## src/rtl/ex_operand_stage.sv

```systemverilog
// ID/EX register feeding the ALU: operand select,
// forwarding, load-use bubbles and valid/ready handshake.
package toothless_pkg;
  typedef enum logic [3:0] {
    ALU_ADD  = 4'd0,
    ALU_SUB  = 4'd1,
    ALU_XOR  = 4'd2,
    ALU_OR   = 4'd3,
    ALU_AND  = 4'd4,
    ALU_SLL  = 4'd5,
    ALU_SRL  = 4'd6,
    ALU_SRA  = 4'd7,
    ALU_SLT  = 4'd8,
    ALU_SLTU = 4'd9
  } alu_opcode_e;
endpackage

module ex_operand_stage
  import toothless_pkg::*;
#(
  parameter int DATA_WIDTH     = 32,
  parameter int REG_ADDR_WIDTH = 5,
  parameter int CNT_WIDTH      = 32
) (
  input  logic                      clk_i,
  input  logic                      rst_i,
  input  logic                      flush_i,
  input  logic                      id_valid_i,
  output logic                      id_ready_o,
  input  alu_opcode_e               id_alu_op_i,
  input  logic [DATA_WIDTH-1:0]     id_pc_i,
  input  logic [DATA_WIDTH-1:0]     id_imm_i,
  input  logic                      id_use_pc_i,
  input  logic                      id_use_imm_i,
  input  logic [REG_ADDR_WIDTH-1:0] id_rs1_addr_i,
  input  logic [REG_ADDR_WIDTH-1:0] id_rs2_addr_i,
  input  logic [DATA_WIDTH-1:0]     id_rs1_data_i,
  input  logic [DATA_WIDTH-1:0]     id_rs2_data_i,
  input  logic [REG_ADDR_WIDTH-1:0] id_rd_addr_i,
  input  logic                      id_rd_we_i,
  input  logic                      mem_rd_we_i,
  input  logic [REG_ADDR_WIDTH-1:0] mem_rd_addr_i,
  input  logic [DATA_WIDTH-1:0]     mem_rd_data_i,
  input  logic                      mem_data_valid_i,
  input  logic                      wb_rd_we_i,
  input  logic [REG_ADDR_WIDTH-1:0] wb_rd_addr_i,
  input  logic [DATA_WIDTH-1:0]     wb_rd_data_i,
  output logic                      ex_valid_o,
  input  logic                      ex_ready_i,
  output alu_opcode_e               alu_operator_o,
  output logic [DATA_WIDTH-1:0]     alu_operand_a_o,
  output logic [DATA_WIDTH-1:0]     alu_operand_b_o,
  output logic [REG_ADDR_WIDTH-1:0] ex_rd_addr_o,
  output logic                      ex_rd_we_o,
  output logic [CNT_WIDTH-1:0]      stall_cnt_o
);

  typedef struct packed {
    alu_opcode_e               alu_op;
    logic [DATA_WIDTH-1:0]     pc;
    logic [DATA_WIDTH-1:0]     imm;
    logic [DATA_WIDTH-1:0]     rs1_data;
    logic [DATA_WIDTH-1:0]     rs2_data;
    logic [REG_ADDR_WIDTH-1:0] rs1_addr;
    logic [REG_ADDR_WIDTH-1:0] rs2_addr;
    logic [REG_ADDR_WIDTH-1:0] rd_addr;
    logic                      use_pc;
    logic                      use_imm;
    logic                      rd_we;
  } id_ex_t;

  id_ex_t                 q;
  id_ex_t                 id_in;
  logic                   valid_q;
  logic [CNT_WIDTH-1:0]   stall_cnt_q;
  logic [DATA_WIDTH-1:0]  rs1_fwd;
  logic [DATA_WIDTH-1:0]  rs2_fwd;
  logic                   mem_hit1;
  logic                   mem_hit2;
  logic                   wb_hit1;
  logic                   wb_hit2;
  logic                   load_busy;
  logic                   hazard;
  logic                   accept;
  logic                   xfer;

  assign id_in = '{
    alu_op:   id_alu_op_i,
    pc:       id_pc_i,
    imm:      id_imm_i,
    rs1_data: id_rs1_data_i,
    rs2_data: id_rs2_data_i,
    rs1_addr: id_rs1_addr_i,
    rs2_addr: id_rs2_addr_i,
    rd_addr:  id_rd_addr_i,
    use_pc:   id_use_pc_i,
    use_imm:  id_use_imm_i,
    rd_we:    id_rd_we_i
  };

  assign mem_hit1 = mem_rd_we_i && mem_data_valid_i
                 && (q.rs1_addr != '0)
                 && (mem_rd_addr_i == q.rs1_addr);
  assign mem_hit2 = mem_rd_we_i && mem_data_valid_i
                 && (q.rs2_addr != '0)
                 && (mem_rd_addr_i == q.rs2_addr);
  assign wb_hit1  = wb_rd_we_i && (q.rs1_addr != '0)
                 && (wb_rd_addr_i == q.rs1_addr);
  assign wb_hit2  = wb_rd_we_i && (q.rs2_addr != '0)
                 && (wb_rd_addr_i == q.rs2_addr);

  // MEM is the younger producer, so it wins over WB
  always_comb begin
    rs1_fwd = q.rs1_data;
    rs2_fwd = q.rs2_data;
    if (mem_hit1)     rs1_fwd = mem_rd_data_i;
    else if (wb_hit1) rs1_fwd = wb_rd_data_i;
    if (mem_hit2)     rs2_fwd = mem_rd_data_i;
    else if (wb_hit2) rs2_fwd = wb_rd_data_i;
  end

  assign load_busy = valid_q && mem_rd_we_i
                  && !mem_data_valid_i
                  && (mem_rd_addr_i != '0);
  assign hazard = load_busy && (
      ((mem_rd_addr_i == q.rs1_addr) && !q.use_pc)
   || ((mem_rd_addr_i == q.rs2_addr) && !q.use_imm));

  assign ex_valid_o = valid_q && !hazard;
  assign xfer       = ex_valid_o && ex_ready_i;
  assign id_ready_o = !valid_q || xfer;
  assign accept     = id_valid_i && id_ready_o;

  assign alu_operator_o  = q.alu_op;
  assign alu_operand_a_o = q.use_pc  ? q.pc  : rs1_fwd;
  assign alu_operand_b_o = q.use_imm ? q.imm : rs2_fwd;
  assign ex_rd_addr_o    = q.rd_addr;
  assign ex_rd_we_o      = q.rd_we && ex_valid_o;
  assign stall_cnt_o     = stall_cnt_q;

  always_ff @(posedge clk_i) begin
    if (rst_i) begin
      valid_q     <= 1'b0;
      q           <= '0;
      stall_cnt_q <= '0;
    end else begin
      if (flush_i)     valid_q <= 1'b0;
      else if (accept) valid_q <= 1'b1;
      else if (xfer)   valid_q <= 1'b0;

      // refresh keeps forwarded values after the producer retires
      if (accept) begin
        q <= id_in;
      end else if (valid_q) begin
        q.rs1_data <= rs1_fwd;
        q.rs2_data <= rs2_fwd;
      end

      if (hazard && !flush_i && (stall_cnt_q != '1))
        stall_cnt_q <= stall_cnt_q + 1'b1;
    end
  end

endmodule

```

## config.mk

```make
export PLATFORM = sky130hd
export DESIGN_NAME = ex_operand_stage
export DESIGN_NICKNAME = d
export VERILOG_FILES = /design/src/rtl/ex_operand_stage.sv
export SDC_FILE = /design/constraint.sdc
export NUM_CORES = 1
export LEC_CHECK = 0
export BUFFER_PORTS_ARGS = -buffer_cell sky130_fd_sc_hd__buf_4
export CAP_MARGIN = 20
export CORE_MARGIN = 2
export CORE_UTILIZATION = 35
export DETAILED_ROUTE_END_ITERATION = 8
export GPL_TIMING_DRIVEN = 0
export SYNTH_ARGS = -nofsm -noshare
export SYNTH_HDL_FRONTEND = slang
export SYNTH_SLANG_ARGS = --single-unit
```

## constraint.sdc

```tcl
create_clock -name clk_i -period 2.95 [get_ports clk_i]
set_clock_uncertainty 0.2 [all_clocks]
set_input_delay 0 -clock clk_i [delete_from_list [all_inputs] [get_ports clk_i]]
set_output_delay 0 -clock clk_i [all_outputs]
set_load 0.01 [all_outputs]
```

==> metrics.txt <==
grt met2 use 0.442; nets@finish roughly 2,000; initial antenna violation count 2; EDFF count, synth 0; Final Instance Area ~0.016 mm²; Max Transition Viols Final 0; final setup fails 0; worst setup path class flop to output pin; Starting DRT DRC Count 653; Avg WL per Cell approximately 19 µm; synthesized area per cell about 8.5 µm²; Worst Tran Pin Value a little under 0.8 ns; number of detailed-route iterations in the first pass 5; Rel. slew slack 0.481; Slowest cell on crit path or4_4; Die Ht 171 µm; Hold Worst Slack 0.0510 ns; die area 0.0292 mm²; Multi-input gate area ~0.0057 mm²; Fmax 346 MHz; post-DP HPWL about 28,000 µm; worst hold-check path type input port to flop; most used routing layer met2; Final min period ~2.9 ns; I/O Pins 340; post-synth cell types 46; status completed; Avg Vias per Cell a little over 5; Synth top area share 0.375; largest net degree at the start of global routing 19; Register Area 0.00368 mm²; Root Driver clkbuf_16; post-layout util 0.573; clock latency on the worst-skew pair approximately 0.43 ns; RSZ-0062 raised after global routing true; H-tree level count 4; TritonCTS Buffers 17; GR Layer Usage met3 0.0495; core area roughly 0.028 mm²; total power ~6.4 mW; WP data required 2.75 ns; Critical Path Start Type flop; warnings from Yosys 0; layout cells sized above 1 0.319; via count around 11,000; Place WS -0.213 ns; clock buffer depth 2; PnR worst setup slack about 0.060 ns; most frequent cell after synthesis nand2_1; Die Wd 171 µm; global-route met1 utilization 0.335; PD cells 406 mW/mm²; max cap viols 0; post-synthesis register bit count roughly 180; Post-Syn Area about 0.01 mm²; CP endpoint kind output pin; Syn Inst Count around 1,200; DRC viols 0; peak supply drop between 0.0004 and 0.0005 V; Fill cells roughly 2,500; period utilization 0.980; Area after DPL between 0.01 and 0.015 mm²; LEAKAGE 6.59 nW; largest area contributor in the netlist dfxtp_1; endpoints failing hold 0; Worst-path clk slew around 0.07 ns; Top cell by count, worst path buf_4; Antenna Violating Nets Remaining 0; initial core utilization 0.353; cell breakdown of the critical path or4_4, nor2_4, nor4_4, buf_4, buf_4, buf_4, nand2_1, o21ai_2, mux2_2, buf_4; Top FF cell, synth dfxtp_1; GRT overflow 0; Max FO, Critical Path 10; Async S/R FF share, synth 0; post-synthesis sequential area ratio 0.375; port bufs around 340; DRT Wirelength about 40,000 µm; placement row count 61; Commonest cells post-synth 220 x nand2_1, 183 x dfxtp_1, 127 x a21oi_1; Layout area overhead 62.2%; crit path DAT 2.69 ns; Total Routing Usage GR 0.264; Worst path max stage delay roughly 0.54 ns; GPL Wtd Cong a little under 0.9; top cells by area, synth dfxtp_1 38%, nand2_1 8.5%, mux2_2 8.3%; Post-Syn Nets between 1,000 and 1,500; TritonCTS Sinks approximately 180; vias in the first global route approximately 11,000; CTS tree built; first-pass GRT wire length ~60,000 µm
[routing by layer]
metal / vias to the layer above / wire length [µm]
met5: - / 7
met4: 2 / 1340
met3: 90 / 2300
met2: 393 / 19000
met1: 5092 / 17300
li1: 5270 / -
[power breakdown]
| group | internal (mW) | switching [mW] | leakage [nW] |
|---|---|---|---|
| sequential | 2.60 | 0.0769 | 1.51 |
| combinational | 0.768 | 0.607 | 4.81 |
| clock | 1.21 | 1.17 | 0.282 |
| total | 4.57 | 1.85 | 6.59 |
[worst max-delay path, delay by kind of cell (launching register included)]
family | cells | cell delay, ns
simple gates | 4 | 0.93
buf+inv | 4 | 0.60
flops | 1 | 0.35
mux | 1 | 0.27
compound gates | 1 | 0.11
[final cells by class]
class,count,area share
Timing Repair Buffer,563,0.302
Clock buffer,18,0.0271
Antenna cell,3,0.000474
Multi-Input combinational cell,866,0.360
Tap cell,378,0.0299
Sequential cell,183,0.232
Clock inverter,14,0.0103
Inverter,4,0.000948
Buffer,96,0.0364
[metrics by stage]
step                      std cells  setup TNS, ns
final                          2125              0
after global routing           2122        -0.0689
after CTS                      2122        -0.0268
after detailed placement       1868         -14.21
after global placement         1866         -17.76
after floorplan                1150              0
[placed cells by master (no fill, tap or decap), drive strengths merged, types with 2 or more instances in the layout]
cell type,Yosys,final
buf,48,397
nand2,220,220
dlygate4sd3,0,217
dfxtp,183,183
a21oi,137,137
mux2,75,75
and2,68,68
a221o,64,64
mux2i,64,64
clkbuf,49,63
nor2,56,56
o21ai,36,36
or4,20,20
nand3,18,18
o31ai,16,16
xnor2,14,14
nand4,14,14
and3,11,11
nor2b,10,10
inv,4,9
xor2,8,8
nor3,7,7
nor4,6,6
clkinv,0,6
and4,5,5
a211oi,4,4
diode,0,3
nand2b,2,2
or3,2,2
clkinvlp,0,2
[final timing paths]
| check | depth (start not counted) | slack, ns | endpoint | startpoint |
|---|---|---|---|---|
| min | 7 | 0.05 | stall_cnt_o[27] | mem_data_valid_i |
| max | 10 | 0.06 | alu_operand_a_o[9] | q[13] |
| min reg2reg | 2 | 0.25 | ex_rd_addr_o[0] | ex_rd_addr_o[0] |
| max reg2reg | 6 | 0.16 | valid_q | q[12] |
[flip-flops by register name, indices dropped and copies added, names as in the netlist]
signal,count
valid_q,1
ex_rd_addr_o,5
stall_cnt_o,32
alu_operator_o,4
q,141
[cell families after synthesis]
kind of cell | after synthesis | share of synthesized area
AOI/OAI and AO/OA | 262 | 0.181
xor gates and xnor gates | 22 | 0.0197
DFF | 183 | 0.375
and+or+nand+nor | 442 | 0.218
buffers and inverters | 101 | 0.0525
muxes | 139 | 0.152
adders and majority gates | 1 | 0.00128
[repair_timing]
| item | 4_1_cts | 5_1_grt |
|---|---|---|
| buffers inserted | 5 | 1 |
| hold buffers | 217 | 0 |
| setup endpoints to repair | 135 | 165 |
| resized for setup | 39 | 69 |
| pin swaps | 2 | 4 |
| endpoints found under the hold margin | 162 | 0 |
(Power assumes the default switching activity.)
